--- src/rtl/change_dispense_controller.sv ---
// Change dispenser sequencer: breaks a return amount into coins, largest first,
// and offers them one at a time to the coin ejector over a valid/ready handshake.
module change_dispense_controller #(
  parameter int TOTAL_BITS  = 31,
  parameter int COIN0_VAL   = 100,
  parameter int COIN1_VAL   = 500,
  parameter int COIN2_VAL   = 1000,
  parameter int STALL_LIMIT = 16,
  parameter int CNT_BITS    = 8
) (
  input  logic                  clk,
  input  logic                  reset,
  input  logic                  i_return_req,
  input  logic [TOTAL_BITS-1:0] i_return_amount,
  input  logic                  i_abort,
  input  logic                  i_fault_clr,
  input  logic                  i_coin_ready,
  output logic                  o_coin_valid,
  output logic [2:0]            o_coin_sel,
  output logic                  o_busy,
  output logic                  o_done,
  output logic                  o_fault,
  output logic [TOTAL_BITS-1:0] o_remaining,
  output logic [CNT_BITS-1:0]   o_coin_count
);

  typedef enum logic [2:0] {S_IDLE, S_SELECT, S_OFFER, S_DONE, S_FAULT} state_t;

  localparam int SW = $clog2(STALL_LIMIT + 1);
  localparam logic [TOTAL_BITS-1:0] C0 = TOTAL_BITS'(COIN0_VAL);
  localparam logic [TOTAL_BITS-1:0] C1 = TOTAL_BITS'(COIN1_VAL);
  localparam logic [TOTAL_BITS-1:0] C2 = TOTAL_BITS'(COIN2_VAL);
  localparam logic [SW-1:0] STALL_LAST = SW'(STALL_LIMIT - 1);

  state_t                r_state, w_nxt_state;
  logic [SW-1:0]         r_stall, w_nxt_stall;
  logic                  r_valid, w_nxt_valid;
  logic [2:0]            r_sel, w_nxt_sel;
  logic [TOTAL_BITS-1:0] r_rem, w_nxt_rem;
  logic [CNT_BITS-1:0]   r_cnt, w_nxt_cnt;
  logic                  r_busy, r_done, r_fault;
  logic [TOTAL_BITS-1:0] w_sel_val;
  logic                  w_hs;

  assign w_hs = r_valid & i_coin_ready;

  always_comb begin
    w_sel_val = '0;
    case (r_sel)
      3'b100:  w_sel_val = C2;
      3'b010:  w_sel_val = C1;
      3'b001:  w_sel_val = C0;
      default: w_sel_val = '0;
    endcase
  end

  always_comb begin
    w_nxt_state = r_state;
    w_nxt_stall = r_stall;
    w_nxt_valid = r_valid;
    w_nxt_sel   = r_sel;
    w_nxt_rem   = r_rem;
    w_nxt_cnt   = r_cnt;
    case (r_state)
      S_IDLE: begin
        if (i_return_req) begin
          w_nxt_cnt = '0;
          if (i_return_amount != '0) begin
            w_nxt_rem   = i_return_amount;
            w_nxt_state = S_SELECT;
          end else begin
            w_nxt_rem   = '0;
            w_nxt_state = S_DONE;
          end
        end
      end
      S_SELECT: begin
        w_nxt_stall = '0;
        if (i_abort) begin
          w_nxt_state = S_DONE;
        end else if (r_rem >= C0) begin
          // Greedy pick: the largest coin that still fits the remainder.
          if (r_rem >= C2)      w_nxt_sel = 3'b100;
          else if (r_rem >= C1) w_nxt_sel = 3'b010;
          else                  w_nxt_sel = 3'b001;
          w_nxt_valid = 1'b1;
          w_nxt_state = S_OFFER;
        end else begin
          w_nxt_state = S_DONE;
        end
      end
      S_OFFER: begin
        if (w_hs) begin
          w_nxt_rem   = r_rem - w_sel_val;
          if (r_cnt != '1) w_nxt_cnt = r_cnt + CNT_BITS'(1);
          w_nxt_valid = 1'b0;
          w_nxt_sel   = '0;
          w_nxt_state = i_abort ? S_DONE : S_SELECT;
        end else if (i_abort) begin
          w_nxt_valid = 1'b0;
          w_nxt_sel   = '0;
          w_nxt_state = S_DONE;
        end else if (r_stall == STALL_LAST) begin
          w_nxt_valid = 1'b0;
          w_nxt_sel   = '0;
          w_nxt_state = S_FAULT;
        end else begin
          w_nxt_stall = r_stall + SW'(1);
        end
      end
      S_DONE:  w_nxt_state = S_IDLE;
      S_FAULT: if (i_fault_clr) w_nxt_state = S_IDLE;
      default: w_nxt_state = S_IDLE;
    endcase
  end

  always_ff @(posedge clk) begin
    if (reset) begin
      r_state <= S_IDLE;
      r_stall <= '0;
      r_valid <= 1'b0;
      r_sel   <= '0;
      r_rem   <= '0;
      r_cnt   <= '0;
      r_busy  <= 1'b0;
      r_done  <= 1'b0;
      r_fault <= 1'b0;
    end else begin
      r_state <= w_nxt_state;
      r_stall <= w_nxt_stall;
      r_valid <= w_nxt_valid;
      r_sel   <= w_nxt_sel;
      r_rem   <= w_nxt_rem;
      r_cnt   <= w_nxt_cnt;
      // Status flags are registered copies of the state being entered.
      r_busy  <= (w_nxt_state == S_SELECT) || (w_nxt_state == S_OFFER);
      r_done  <= (w_nxt_state == S_DONE);
      r_fault <= (w_nxt_state == S_FAULT);
    end
  end

  assign o_coin_valid = r_valid;
  assign o_coin_sel   = r_sel;
  assign o_busy       = r_busy;
  assign o_done       = r_done;
  assign o_fault      = r_fault;
  assign o_remaining  = r_rem;
  assign o_coin_count = r_cnt;

endmodule

--- config.mk ---
export PLATFORM = sky130hd
export DESIGN_NAME = change_dispense_controller
export DESIGN_NICKNAME = d
export VERILOG_FILES = /design/src/rtl/change_dispense_controller.sv
export SDC_FILE = /design/constraint.sdc
export NUM_CORES = 1
export LEC_CHECK = 0
export CORE_UTILIZATION = 56
export CTS_BUF_LIST = sky130_fd_sc_hd__clkbuf_8
export DETAILED_ROUTE_END_ITERATION = 8
export PLACE_DENSITY = 0.87
export REMOVE_ABC_BUFFERS = 1
export SLEW_MARGIN = 20
export SYNTH_ARGS = -nofsm -noshare
export SYNTH_HDL_FRONTEND = slang
export SYNTH_SLANG_ARGS = --single-unit
export TNS_END_PERCENT = 1
--- constraint.sdc ---
create_clock -name clk -period 4.59 [get_ports clk]
set_clock_uncertainty 0.15 [all_clocks]
set_input_delay 0.6885 -clock clk [delete_from_list [all_inputs] [get_ports clk]]
set_output_delay 0.6885 -clock clk [all_outputs]
set_load 0.02 [all_outputs]
# ---- Yosys cells after proc, flatten, opt, wreduce, memory -nomap -nowiden
# Index checks and enable logic that the tools add are counted.
dict set report op_classes {
  n_reduce_logical 9
  n_mux 37
  add_sub_neg 3
  order_cmp 3
  bitwise_logic 1
  eq_ne 21
}
# operator n
set op_table {}
lappend op_table {{31-bit two-way mux} 3}
lappend op_table {{31-bit one-hot mux with 2 select lines} 1}
lappend op_table {{3-bit two-way mux} 11}
lappend op_table {{31-bit by 10-bit >= comparator with 1-bit output (second input constant)} 1}
lappend op_table {{31-bit by 7-bit >= comparator with 1-bit output (second input constant)} 1}
lappend op_table {{31-bit by 9-bit >= comparator with 1-bit output (second input constant)} 1}
lappend op_table {{31-bit nonzero test} 1}
lappend op_table {{31-bit subtractor} 1}
lappend op_table {{10-bit one-hot mux with 3 select lines} 1}
lappend op_table {{8-bit two-way mux} 3}
lappend op_table {{2-bit != test (second input constant)} 8}
lappend op_table {{8-bit one-hot mux with 2 select lines} 1}
lappend op_table {{5-bit two-way mux} 3}
lappend op_table {{3-bit by 2-bit equality test with 1-bit output (second input constant)} 4}
lappend op_table {{3-bit one-hot mux with 4 select lines} 1}
lappend op_table {{4-bit AND reduction} 3}
lappend op_table {{5-bit one-hot mux with 2 select lines} 1}
lappend op_table {{3-bit by 1-bit equality test with 1-bit output (second input constant)} 3}
lappend op_table {{3-bit equality test (second input constant)} 3}
lappend op_table {{8-bit by 1-bit adder with 8-bit output (second input constant)} 1}
lappend op_table {{8-bit != test (second input constant)} 1}
lappend op_table {{1-bit two-way mux} 7}
lappend op_table {{2-bit two-way mux} 3}
lappend op_table {{3-bit one-hot mux with 2 select lines} 1}
lappend op_table {{other kinds (9)} 10}
dict set report word_totals {
  word_cells 83
  reg_bits 54
  input_bits 37
  out_inout_bits 46
}

# ---- Longest topological paths before layout
dict set report depth {
  ltp_word 7
  depth_mapped 10
}

# ---- Least setup slack after synthesis
# No wires, ideal clock.
dict set report synth_timing {
  path_type {register to register}
  start {reg r_sel[1] (netlist: o_coin_sel[1])}
  end {reg r_rem[20] (netlist: o_remaining[20])}
  setup_slack_ns 1.545
  path_stages_with_launch 9
  synth_period_minus_slack_ns 3.045
  arrival_ns 2.821
  t_required_ns 4.366
  path_buffers 0
  setup_ns 0.074
  cell_sequence {dfxtp_1 > or3b_2 > and2_1 > ha_1 > a2111oi_0 > a21boi_1 > o21ai_0 > or4_1 > a31oi_1}
}
dict set report synth_via {
  elab_chain_cells 5
  elab_cells_between_ends 7
  classes_between {add/sub (1); eq/ne (3); mux (3)}
}
# element line
set synth_lines {}
lappend synth_lines {{start, declared} 38} ;# logic [2:0] r_sel, w_nxt_sel;
lappend synth_lines {{start signal, assigned} 132} ;# r_sel <= w_nxt_sel;
lappend synth_lines {{3-bit by 1-bit equality test with 1-bit output (tied with other cells)} 49} ;# case (r_sel)
lappend synth_lines {{10-bit one-hot mux with 3 select lines *} 49}
lappend synth_lines {{31-bit subtractor *} 94} ;# w_nxt_rem = r_rem - w_sel_val;
lappend synth_lines {{31-bit two-way mux *} 93} ;# if (w_hs) begin
lappend synth_lines {{31-bit one-hot mux with 2 select lines *} 64} ;# case (r_state)
lappend synth_lines {{end signal, assigned} 133} ;# r_rem <= w_nxt_rem;
lappend synth_lines {{end, declared} 39} ;# logic [TOTAL_BITS-1:0] r_rem, w_nxt_rem;
# Mark *: on every way between the ends. The rest lies on a longest branch, timed or not. The select of a mux whose other input is x is not followed.
# A chain may end at the register's enable or synchronous reset.

# ---- Worst setup path after layout
# Same ends and word-level chain as after synthesis.

==> reports/results.txt <==
initial antenna violation count - 0
Int Power - 0.894 mW
I/O Buffers - 82
IO Count - 83
Mapped Avg Cell Area - 7.60 µm²
chip width - 82.7 µm
Yosys Warn Count - 0
DR WL/cell - 19.2 µm
Slew @ Worst Pin - 903 ps
Post-synth EDFFs - 0
crit path kind - reg2reg
largest net degree at the start of global routing - 29
CTS Sinks - 54
post-route cell area - 4590 µm²
max-cap viol count - 0
worst hold slack - 314 ps
first-pass GRT wire length - 18800 µm
CTS tree - built
CTS max path bufs - 2
Tot GR Track Use - 0.361
num rows - 29
top post-synthesis cells by area - dfxtp_1, nand2_1, nor2_1
Clock Latency Late Sink - 320 ps
WP data required - 4690 ps
1st-iter DRT viols - 527
CTS buffer count - 5
router iterations before antenna repair - 7
nature of the critical path endpoint - register
Mapped Cells - 480
share of layout cells above drive strength 1 - 0.0550
Post-Syn Area - 3650 µm²
Placer Congestion - 0.919
crit path time final - 3410 ps
vias - 4251
Register-to-Register Setup Slack - 1180 ps
total leakage power - 1.61 nW
HPWL Detailed - 8460 µm
Most used DFF post-synth - dfxtp_1
die height - 82.7 µm
Worst setup SP type - register
Worst Setup Slack post-DPL - 1280 ps
GRT overflow - 0
area leader, netlist - dfxtp_1
H-tree Lvls - 2
number of max-slew violations in the final report - 0
via count of the first global-routing pass - 3837
clock slew at reported path FFs - 110 ps
Initial Util - 0.578
post-synth top area share - 0.296
CTS root buf - clkbuf_8
Worst Hold Class - reg2reg
status - complete, no violations
final core area utilization - 0.726
cell area power density - 346 nW/µm²
post-CTS setup buffers - 0
Min-Delay Path Depth - 2
Arr. time, crit path - 3510 ps
hold buffers post-CTS - 0
Crit Path Max Fanout - 6
worst hold start - o_remaining[1]$_SDFFE_PP0P_
setup TNS - 0 ps
Core ar. - 6310 µm²
Routed WL - 11900 µm
Psw - 0.693 mW
Hold Path End - o_remaining[1]$_SDFFE_PP0P_
vias per inst - 6.83
synthesis-to-finish area growth - 25.6%
DRC viols - 0
Yosys reg bits - 54
sw frac - 0.437
Final WS setup - 1180 ps
Synth cell types - 68
Slew HR - 0.398
nets - 593
Hold Vio Cnt, Final - 0
Clk network pwr share - 0.180
Reg power frac - 0.361
RSZ-0062 raised after global routing - false
PostCTS Resize Cnt - 0
Reg-to-Reg Start - o_coin_sel[1]$_SDFFE_PP0P_
dpl cell area - 4500 µm²
antenna viol nets, final - 0
n_diodes - 0
area of the die - 6840 µm²
FF-to-FF End - o_remaining[20]$_SDFFE_PP0P_
Logic pwr share - 0.459
endpoints failing setup - 0
sequential area share after synthesis - 0.296
Final Cycle Share - 0.743
asr flop ratio synth - 0
R2R depth - 8
FMAX - 293 MHz
maximum VDD drop - 0.265 mV
-- worst max-delay path by stage --
stage | start | to | slack, ps | cells past startpoint
finish | o_coin_sel[1]$_SDFFE_PP0P_ | o_remaining[20]$_SDFFE_PP0P_ | 1180 | 8
global route | o_coin_sel[1]$_SDFFE_PP0P_ | o_remaining[20]$_SDFFE_PP0P_ | 1060 | 8
CTS | o_coin_sel[1]$_SDFFE_PP0P_ | o_remaining[20]$_SDFFE_PP0P_ | 1230 | 8
detailed placement | o_coin_sel[1]$_SDFFE_PP0P_ | o_remaining[20]$_SDFFE_PP0P_ | 1280 | 8
global placement | i_coin_ready | o_remaining[10]$_SDFFE_PP0P_ | 1380 | 6
floorplan | i_return_req | o_remaining[30]$_SDFFE_PP0P_ | 430 | 5
-- area by class of cell --
type / instances / area, µm²
multi-input combinational: 388 / 2430
fill: 532 / 1730
clock buffer: 5 / 68.8
clock inverter: 3 / 20.0
sequential: 54 / 1080
timing repair buffer: 86 / 851
inverter: 9 / 33.8
tap: 77 / 96.3
-- critical path: stages (launching register included) --
cell and delay [ps]:
dfxtp_1 420, or3b_2 500, and2_1 200, ha_1 250
a2111oi_0 440, a21boi_1 350, o21ai_0 280, or4_1 560
a31oi_1 180
-- through the flow --
| stage | total power, mW | cells |
|---|---|---|
| 6_report | 1.59 | 622 |
| 4_1_cts | 1.56 | 622 |
| 2_1_floorplan | 1.02 | 451 |
| 3_5_place_dp | 1.28 | 614 |
| 3_3_place_gp | 1.27 | 614 |
| 5_1_grt | 1.66 | 622 |
-- Yosys cell counts, types with 6 or more instances --
cell type and instances:
nand4_1 12, a21oi_1 27, dfxtp_1 54, o311ai_0 6, and3_1 11, nand3_1 22, o21ai_0 19, nand2_1 61
clkbuf_1 27, ha_1 11, nor2_1 41, or4_1 9, xor2_1 6, o211ai_1 12, or3_1 11, a31oi_1 13
nor4_1 17, nor3_1 15, a21o_1 6, inv_1 9
-- sequential cells by signal, indices dropped and copies added, names as in the netlist --
signal	cells
o_fault	1
r_stall	5
o_remaining	31
o_coin_sel	3
o_coin_count	8
o_busy	1
o_coin_valid	1
o_done	1
r_state	3
-- power by group through the flow --
stage                     Combinational, mW  Sequential [mW]  Clock [mW]
after floorplan                       0.408            0.607           0
after global placement                0.692            0.578           0
final                                 0.728            0.572       0.286
after detailed placement              0.705            0.580           0
after CTS                             0.708            0.569       0.281
after global routing                  0.779            0.579       0.300
-- placed cells by master, fill, tap and decap left out, types with 4 or more instances in the layout --
cell type and n:
o21ai_0 19, nor4_1 17, buf_4 4, a21o_1 6
ha_1 11, or3_1 11, and3_1 11, o311ai_0 6
xor2_1 6, or4_1 9, and4_1 5, nand3_1 22
inv_1 10, clkbuf_8 5, clkdlybuf4s50_1 82, xnor2_1 5
dfxtp_1 54, a32oi_1 5, and2_1 4, nand4_1 12
nor3_1 15, a21oi_1 27, a31oi_1 13, o211ai_1 12
nand2_1 61, nor3b_1 4, nor2_1 41
-- logic make-up (layout without fill, tap and decap cells) --
family | count (synthesis) | count (layout) | synth area share
and+or+nand+nor | 232 | 232 | 0.337
AOI/OAI and AO/OA | 131 | 131 | 0.250
DFF | 54 | 54 | 0.296
buffers and inverters | 38 | 103 | 0.0415
adders and majority gates | 12 | 12 | 0.0432
xor gates and xnor gates | 11 | 11 | 0.0264
muxes | 2 | 2 | 0.00583
-- per-layer routing --
| layer | global-route usage | share of wire | wire, µm | vias to the layer above |
|---|---|---|---|---|
| met4 | 0.121 | 0.029 | 352 | 0 |
| met3 | 0.0857 | 0.11 | 1310 | 46 |
| met2 | 0.570 | 0.45 | 5400 | 267 |
| met5 | 0 | 0 | 0 | - |
| li1 | - | - | - | 1970 |
| met1 | 0.479 | 0.41 | 4890 | 1968 |
Note: power is estimated with default switching activity, not from simulation.
